$ cat src/rtl/systolic_skew_feeder.sv
// Operand buffer and diagonal-skew feeder for an NxN output-stationary systolic array.
// Holds one A and one B matrix and streams them onto the array edges with per-row/column delay.
module systolic_skew_feeder #(
  parameter int N  = 4,
  parameter int DW = 8,
  localparam int IW = $clog2(N),
  localparam int CW = $clog2(3*N)
) (
  input  logic                  clk,
  input  logic                  rst,
  input  logic                  ld_valid,
  output logic                  ld_ready,
  input  logic                  ld_mat,
  input  logic [IW-1:0]         ld_idx,
  input  logic [N-1:0][DW-1:0]  ld_row,
  input  logic                  start,
  output logic                  busy,
  output logic                  acc_clr,
  output logic [N-1:0][DW-1:0]  A_in,
  output logic [N-1:0][DW-1:0]  B_in,
  output logic                  done
);

  typedef enum logic [1:0] {IDLE, CLR, FEED, DRAIN} state_t;

  // Last skew step carrying data, and the step at which PE[N-1][N-1] takes its final product.
  localparam logic [CW-1:0] FEED_LAST  = CW'(2*N - 2);
  localparam logic [CW-1:0] DRAIN_LAST = CW'(3*N - 3);

  state_t                      state, state_nxt;
  logic [CW-1:0]               t, t_nxt;
  logic                        done_nxt;
  logic [N-1:0][N-1:0][DW-1:0] buf_a, buf_b;
  logic [N-1:0][DW-1:0]        a_nxt, b_nxt;

  assign busy     = (state != IDLE);
  assign ld_ready = (state == IDLE);

  always_comb begin
    // NOTE: defaults first so every path assigns every output; otherwise a latch is inferred.
    state_nxt = state;
    t_nxt     = t;
    done_nxt  = 1'b0;
    case (state)
      IDLE: begin
        if (start) begin
          state_nxt = CLR;
          t_nxt     = '0;
        end
      end
      CLR: begin
        state_nxt = FEED;
        t_nxt     = '0;
      end
      FEED: begin
        t_nxt = t + CW'(1);
        if (t == FEED_LAST) state_nxt = DRAIN;
      end
      DRAIN: begin
        if (t == DRAIN_LAST) begin
          state_nxt = IDLE;
          t_nxt     = '0;
          done_nxt  = 1'b1;
        end else begin
          t_nxt = t + CW'(1);
        end
      end
      default: state_nxt = IDLE;
    endcase
  end

  // Row i of A enters at step i and column j of B at step j: element k appears at step i+k / j+k.
  always_comb begin
    a_nxt = '0;
    b_nxt = '0;
    if (state_nxt == FEED) begin
      for (int i = 0; i < N; i++) begin
        for (int k = 0; k < N; k++) begin
          if (t_nxt == CW'(i + k)) begin
            a_nxt[i] = buf_a[i][k];
            b_nxt[i] = buf_b[k][i];
          end
        end
      end
    end
  end

  always_ff @(posedge clk) begin
    if (rst) begin
      state   <= IDLE;
      t       <= '0;
      acc_clr <= 1'b0;
      done    <= 1'b0;
      A_in    <= '0;
      B_in    <= '0;
      // NOTE: the buffers are reset too, so a run straight after reset computes from zeros.
      buf_a   <= '0;
      buf_b   <= '0;
    end else begin
      // NOTE: non-blocking everywhere here so each register samples pre-edge values.
      state   <= state_nxt;
      t       <= t_nxt;
      acc_clr <= (state_nxt == CLR);
      done    <= done_nxt;
      A_in    <= a_nxt;
      B_in    <= b_nxt;
      if (ld_valid && state == IDLE) begin
        if (ld_mat) buf_b[ld_idx] <= ld_row;
        else        buf_a[ld_idx] <= ld_row;
      end
    end
  end

endmodule

$ cat config.mk
export PLATFORM = sky130hd
export DESIGN_NAME = systolic_skew_feeder
export DESIGN_NICKNAME = d
export VERILOG_FILES = /design/src/rtl/systolic_skew_feeder.sv
export SDC_FILE = /design/constraint.sdc
export NUM_CORES = 1
export LEC_CHECK = 0
export ABC_AREA = 0
export CORE_MARGIN = 5
export CORE_UTILIZATION = 40
export DETAILED_ROUTE_END_ITERATION = 12
export HOLD_SLACK_MARGIN = 0.03
export SETUP_SLACK_MARGIN = 0.3
export SYNTH_ARGS = -nofsm -noshare
export SYNTH_HDL_FRONTEND = slang
export SYNTH_SLANG_ARGS = --single-unit
$ cat constraint.sdc
create_clock -name clk -period 3.8 [get_ports clk]
set_input_delay 0.57 -clock clk [delete_from_list [all_inputs] [get_ports clk]]
set_output_delay 0.57 -clock clk [all_outputs]
set_load 0.005 [all_outputs]
# [After elaboration in Yosys (flattened, before gate mapping)]
# Index checks and enable logic that the tools add are counted.
# Widths: inputs -> output; s select.
[classes] n_reduce_logical=9 bitwise=3 n_eq_ne=13 n_addsub=1 order_cmp=2 muxes=44
[op_table] cell="$bwmux 128" n=2
[op_table] cell="$mux 8" n=32
[op_table] cell="$demux 32 s2" n=1
[op_table] cell="$mux 32" n=1
[op_table] cell="$eq 4x3->1 const B" n=4
[op_table] cell="$pmux 4 s4" n=1
[op_table] cell="$eq 4x2->1 const B" n=2
[op_table] cell="$mux 4" n=2
[op_table] cell="$pmux 2 s4" n=1
[op_table] cell="$eq 2x2->1 const B" n=3
[op_table] cell="$mux 2" n=3
[op_table] cell="$add 4x1->4 const B" n=1
[op_table] cell="$eq 2x1->1 const B" n=2
[op_table] cell="$eq 4x1->1 const B" n=1
[op_table] cell="$eq 4x4->1 const B" n=1
[op_table] cell="$logic_not 4->1" n=1
[op_table] cell="$reduce_and 2->1" n=2
[op_table] cell="$reduce_or 2->1" n=2
[op_table] cell="$lt 2x3->1 const B" n=1
[op_table] cell="$not 1->1" n=3
[op_table] cell="$ge 2x1->1 const B" n=1
[op_table] cell="$logic_and 1x1->1" n=2
[op_table] cell="$logic_not 2->1" n=1
[op_table] cell="$reduce_bool 2->1" n=1
[op_table] cell="$mux 1" n=1
[word_totals] regBits=328 wordCells=116

# [Depth between registers and ports, before layout]
[logic_depth] word_depth=8 ltp_mapped=11 depth_no_buf=7

# [Least setup slack after synthesis]
# OpenSTA, ideal clock, no wires.
[synth_path] kind="flip-flop to flip-flop" from="register t[0]" to="register B_in[16] (netlist name)" slack_ps=1558 setup_time_ps=95 path_buffers=4 path_stages_with_launch=11 required_time_ps=3705 t_arrival_ps=2147 path_cell_list="dfxtp_1 -> buf_2 -> inv_1 -> ha_1 -> o211ai_1 -> o221a_4 -> buf_6 -> buf_2 -> buf_1 -> o211ai_1 -> a221oi_1"
[synth_via] elab_chain_len=8
[synth_rtl] element="start: declaration" line="31" text="logic [CW-1:0] t, t_nxt;"
[synth_rtl] element="start signal: assignment" line="102" text="t <= t_nxt;"
[synth_rtl] element="$add 4x1->4 or $eq 4x4->1 (tied branches)" line="56, 65, 60"
[synth_rtl] element="$mux 4" line="60" text="if (t == DRAIN_LAST) begin"
[synth_rtl] element="$pmux 4 s4" line="44" text="case (state)"
[synth_rtl] element="$eq 4x2->1" line="79" text="if (t_nxt == CW'(i + k)) begin"
[synth_rtl] element="$mux 8 (4 in a row)" line="79"
[synth_rtl] element="end signal: assignment" line="106" text="B_in <= b_nxt;"
[synth_rtl] element="end: declaration" line="20" text="output logic [N-1:0][DW-1:0] B_in,"
# Several ways; a longest one is shown, not always the timed one.
# A chain may end at the register's enable or synchronous reset.

# [Worst setup path after layout]
[layout_path] from="register t[0]" to="register A_in[10] (netlist name)"
[layout_via] elab_chain_len=8
[layout_rtl] element="$add 4x1->4 or $eq 4x4->1 (tied branches)" line="56, 65, 60"
[layout_rtl] element="$mux 4" line="60"
[layout_rtl] element="$pmux 4 s4" line="44"
[layout_rtl] element="$eq 4x1->1" line="79"
[layout_rtl] element="$mux 8 (4 in a row)" line="79"
[layout_rtl] element="end signal: assignment" line="105" text="A_in <= a_nxt;"
[layout_rtl] element="end: declaration" line="19" text="output logic [N-1:0][DW-1:0] A_in,"
# Several ways; a longest one is shown, not always the timed one.

==> impl_metrics.toml <==
[power]
p_comb_share_pct = 7.0
cellLeakagePower_nw = 4.96
ir_worst_vdd_v = 0.000249
seq_power_share_pct = 47.0
internal_power_mw = 5.75
p_sw_share_pct = 23.4
clock_power_share_pct = 46.0
p_sw_mw = 1.76
power_per_cell_area_nw_per_um2 = 482

[yosys]
yosys_warnings = 0
synthFlopType = "dfxtp_1"
synth_seq_cells = 328
netlist_top_cells_area = "dfxtp_1, nand2_1, a21oi_1"
synth_fp_nets = 1704
synth_most_common_cell = "nand2_1"
synth_edf_count = 0
post_synth.cell_area_avg_um2 = 7.98
synth_top_area_share_pct = 49.5
synth_cell_types = 55
yosysSeqAreaShare_pct = 49.5
netlist_instances = 1662
yosys-top-cells-count = "nand2_1, dfxtp_1, a21oi_1, clkbuf_1, buf_2"
synth_area_um2 = 13300
async_flop_share_pct = 0
synth_area_leader_cell = "dfxtp_1"

[floorplan]
core_area_um2 = 32600
die_w_um = 192
initial_core_util_pct = 40.7
dieArea_um2 = 36900
die_h_um = 192
rows = 66
io_pins = 107

[global_route]
grt_antenna_before_repair = 0
grt_pass1_wl_um = 67500
grt_pass1_vias = 11100
track_usage_pct = 23.6
gr-total-overflow = 0
grt_max_degree = 99

[clock_network]
htree_levels = 2
cts.path.max_buffers = 3
root_buffer = "clkbuf_16"
clock-sinks = 328
cts_resized = 0
cts_tree = "yes"
cts_hold_buf = 0
numCtsBuffers = 36
cts_setup_buffers = 0
clock_latency_ns = 0.52
path_clk_slew_ns = 0.06

[worst_hold_path]
min-delay-start = "buf_b[16]"
hold_depth = 2
hold_end = "buf_b[16]"
hold_class = "reg -> reg"

[sta]
tightest_slew_ns = 1.15
hold_viol = 0
skew_ns = 0.0123
rsz0062_at_grt = "false"
min_period_ns = 3.17
slew_viol_final = 0
tns_ns = 0
min_period_over_period_pct = 83.5
relSlewSlack_pct = 23.0
fmax_mhz = 315
finalSetupViolCount = 0

[final_layout]
layout-drive-gt1-share_pct = 8.12
finalInstanceArea_um2 = 15600
area_growth_pct = 17.3
fillCellCount = 3157
nets = 1711

[route]
first_pass_iters = 5
via_per_inst = 5.49
num_vias = 11700
routed_wl_um = 44200
wl_per_cell_um = 20.7
drt-initial-drc-count = 1181
postRouteAntennaNets = 0
drc = 0

[place]
place_area_um2 = 14400
gp_congestion = 0.825
dp_hpwl_um = 26200
place.port_buffers = 106

[critical_path]
worstPathArrival_ns = 3.56
ff2ff_path_depth = 9
critPathRequiredTime_ns = 4.19
reg2reg_slack_ns = 0.63
path_class = "reg -> reg"
startpoint_type = "flip-flop"
r2r_start = "t[0]"
crit_fanout = 28
r2r_end = "A_in[10]"
endpoint_kind = "flip-flop"

[run_status]
outcome = "finished clean"

[flow_run]
cap_violations = 0
[worst max-delay path by stage]
stage,from,to,cells after the start
finish,t[0],A_in[10],9
global route,t[0],A_in[10],9
CTS,t[0],A_in[10],9
detailed placement,start,B_in[17],7
global placement,start,A_in[21],7
floorplan,t[0],B_in[16],10
[stage by stage]
stage / hold slack [ns] / utilization (%) / total power [mW] / setup slack (ns) / cells
2_1_floorplan: 0.433 / - / 3.92 / 1.56 / 1662
3_3_place_gp: 0.439 / 44.2 / 4.12 / 0.549 / 2073
3_5_place_dp: 0.443 / 44.2 / 4.12 / 0.534 / 2073
4_1_cts: 0.452 / 47.7 / 7.55 / 0.665 / 2129
5_1_grt: 0.464 / 47.7 / 7.75 / 0.401 / 2129
6_report: 0.450 / 47.7 / 7.51 / 0.628 / 2132
[routing by layer]
metal | global-route usage, % | part of all wire, % | vias to the layer above
met2 | 38.1 | 46 | 423
met4 | 6.56 | 2.7 | 0
met3 | 4.00 | 6.7 | 73
met5 | 0 | 0 | -
li1 | - | - | 5625
met1 | 32.8 | 45 | 5589
[power groups by stage]
| stage | clock network, mW | registers [mW] | logic (mW) |
|---|---|---|---|
| CTS | 3.51 | 3.53 | 0.518 |
| finish | 3.45 | 3.53 | 0.522 |
| detailed placement | 0 | 3.60 | 0.516 |
| global placement | 0 | 3.60 | 0.512 |
| floorplan | 0 | 3.59 | 0.326 |
| global route | 3.65 | 3.54 | 0.556 |
[cell families after synthesis]
| group | synth area share [%] |
|---|---|
| adders and majority gates | 0.283 |
| muxes | 2.87 |
| and+or+nand+nor | 19.1 |
| buffers and inverters | 6.93 |
| AOI/OAI and AO/OA | 21.4 |
| DFF | 49.5 |
[state kept, by name, summed over array words and instances (netlist names)]
register / count
buf_a: 128
buf_b: 128
A_in: 32
B_in: 32
t: 4
state: 2
acc_clr: 1
done: 1
[final cells by class]
cell class / count / area, µm² / area share, %
clock inverters: 4 / 95.1 / 0.611
clock buffers: 52 / 1050 / 6.76
multi-input cells: 1139 / 5830 / 37.5
flip-flops and latches: 328 / 6570 / 42.2
inverters: 21 / 78.8 / 0.507
repair buffers: 143 / 1380 / 8.85
well taps: 442 / 553 / 3.55
diodes: 3 / 7.51 / 0.0482
[placed cells by master (no fill, tap or decap), types with 5 or more instances in the layout]
cell             instances
clkbuf_16               37
nor3_1                  17
a32oi_1                 16
nand2_1                535
o22ai_1                 16
o21ai_0                 33
buf_4                   34
nor2b_1                  5
a221oi_1                16
mux2_2                  32
o41ai_1                 16
o211ai_1                17
nand3_1                 22
inv_1                   21
clkbuf_8                 7
o31ai_1                 30
and2_1                   5
clkbuf_1                 8
nor2_1                  23
dfxtp_1                328
a21o_1                  14
clkdlybuf4s50_1        105
a21oi_1                289
[worst max-delay path, cell delays in order (launching register included)]
cell      delay (ns)
dfxtp_1         0.59
inv_1           0.09
ha_1            0.23
o211ai_1        0.34
o221a_4         0.56
buf_4           0.31
buf_4           0.30
mux2_2          0.37
a32oi_1         0.16
a21oi_1         0.09
Note: power is estimated with default switching activity, not from simulation.
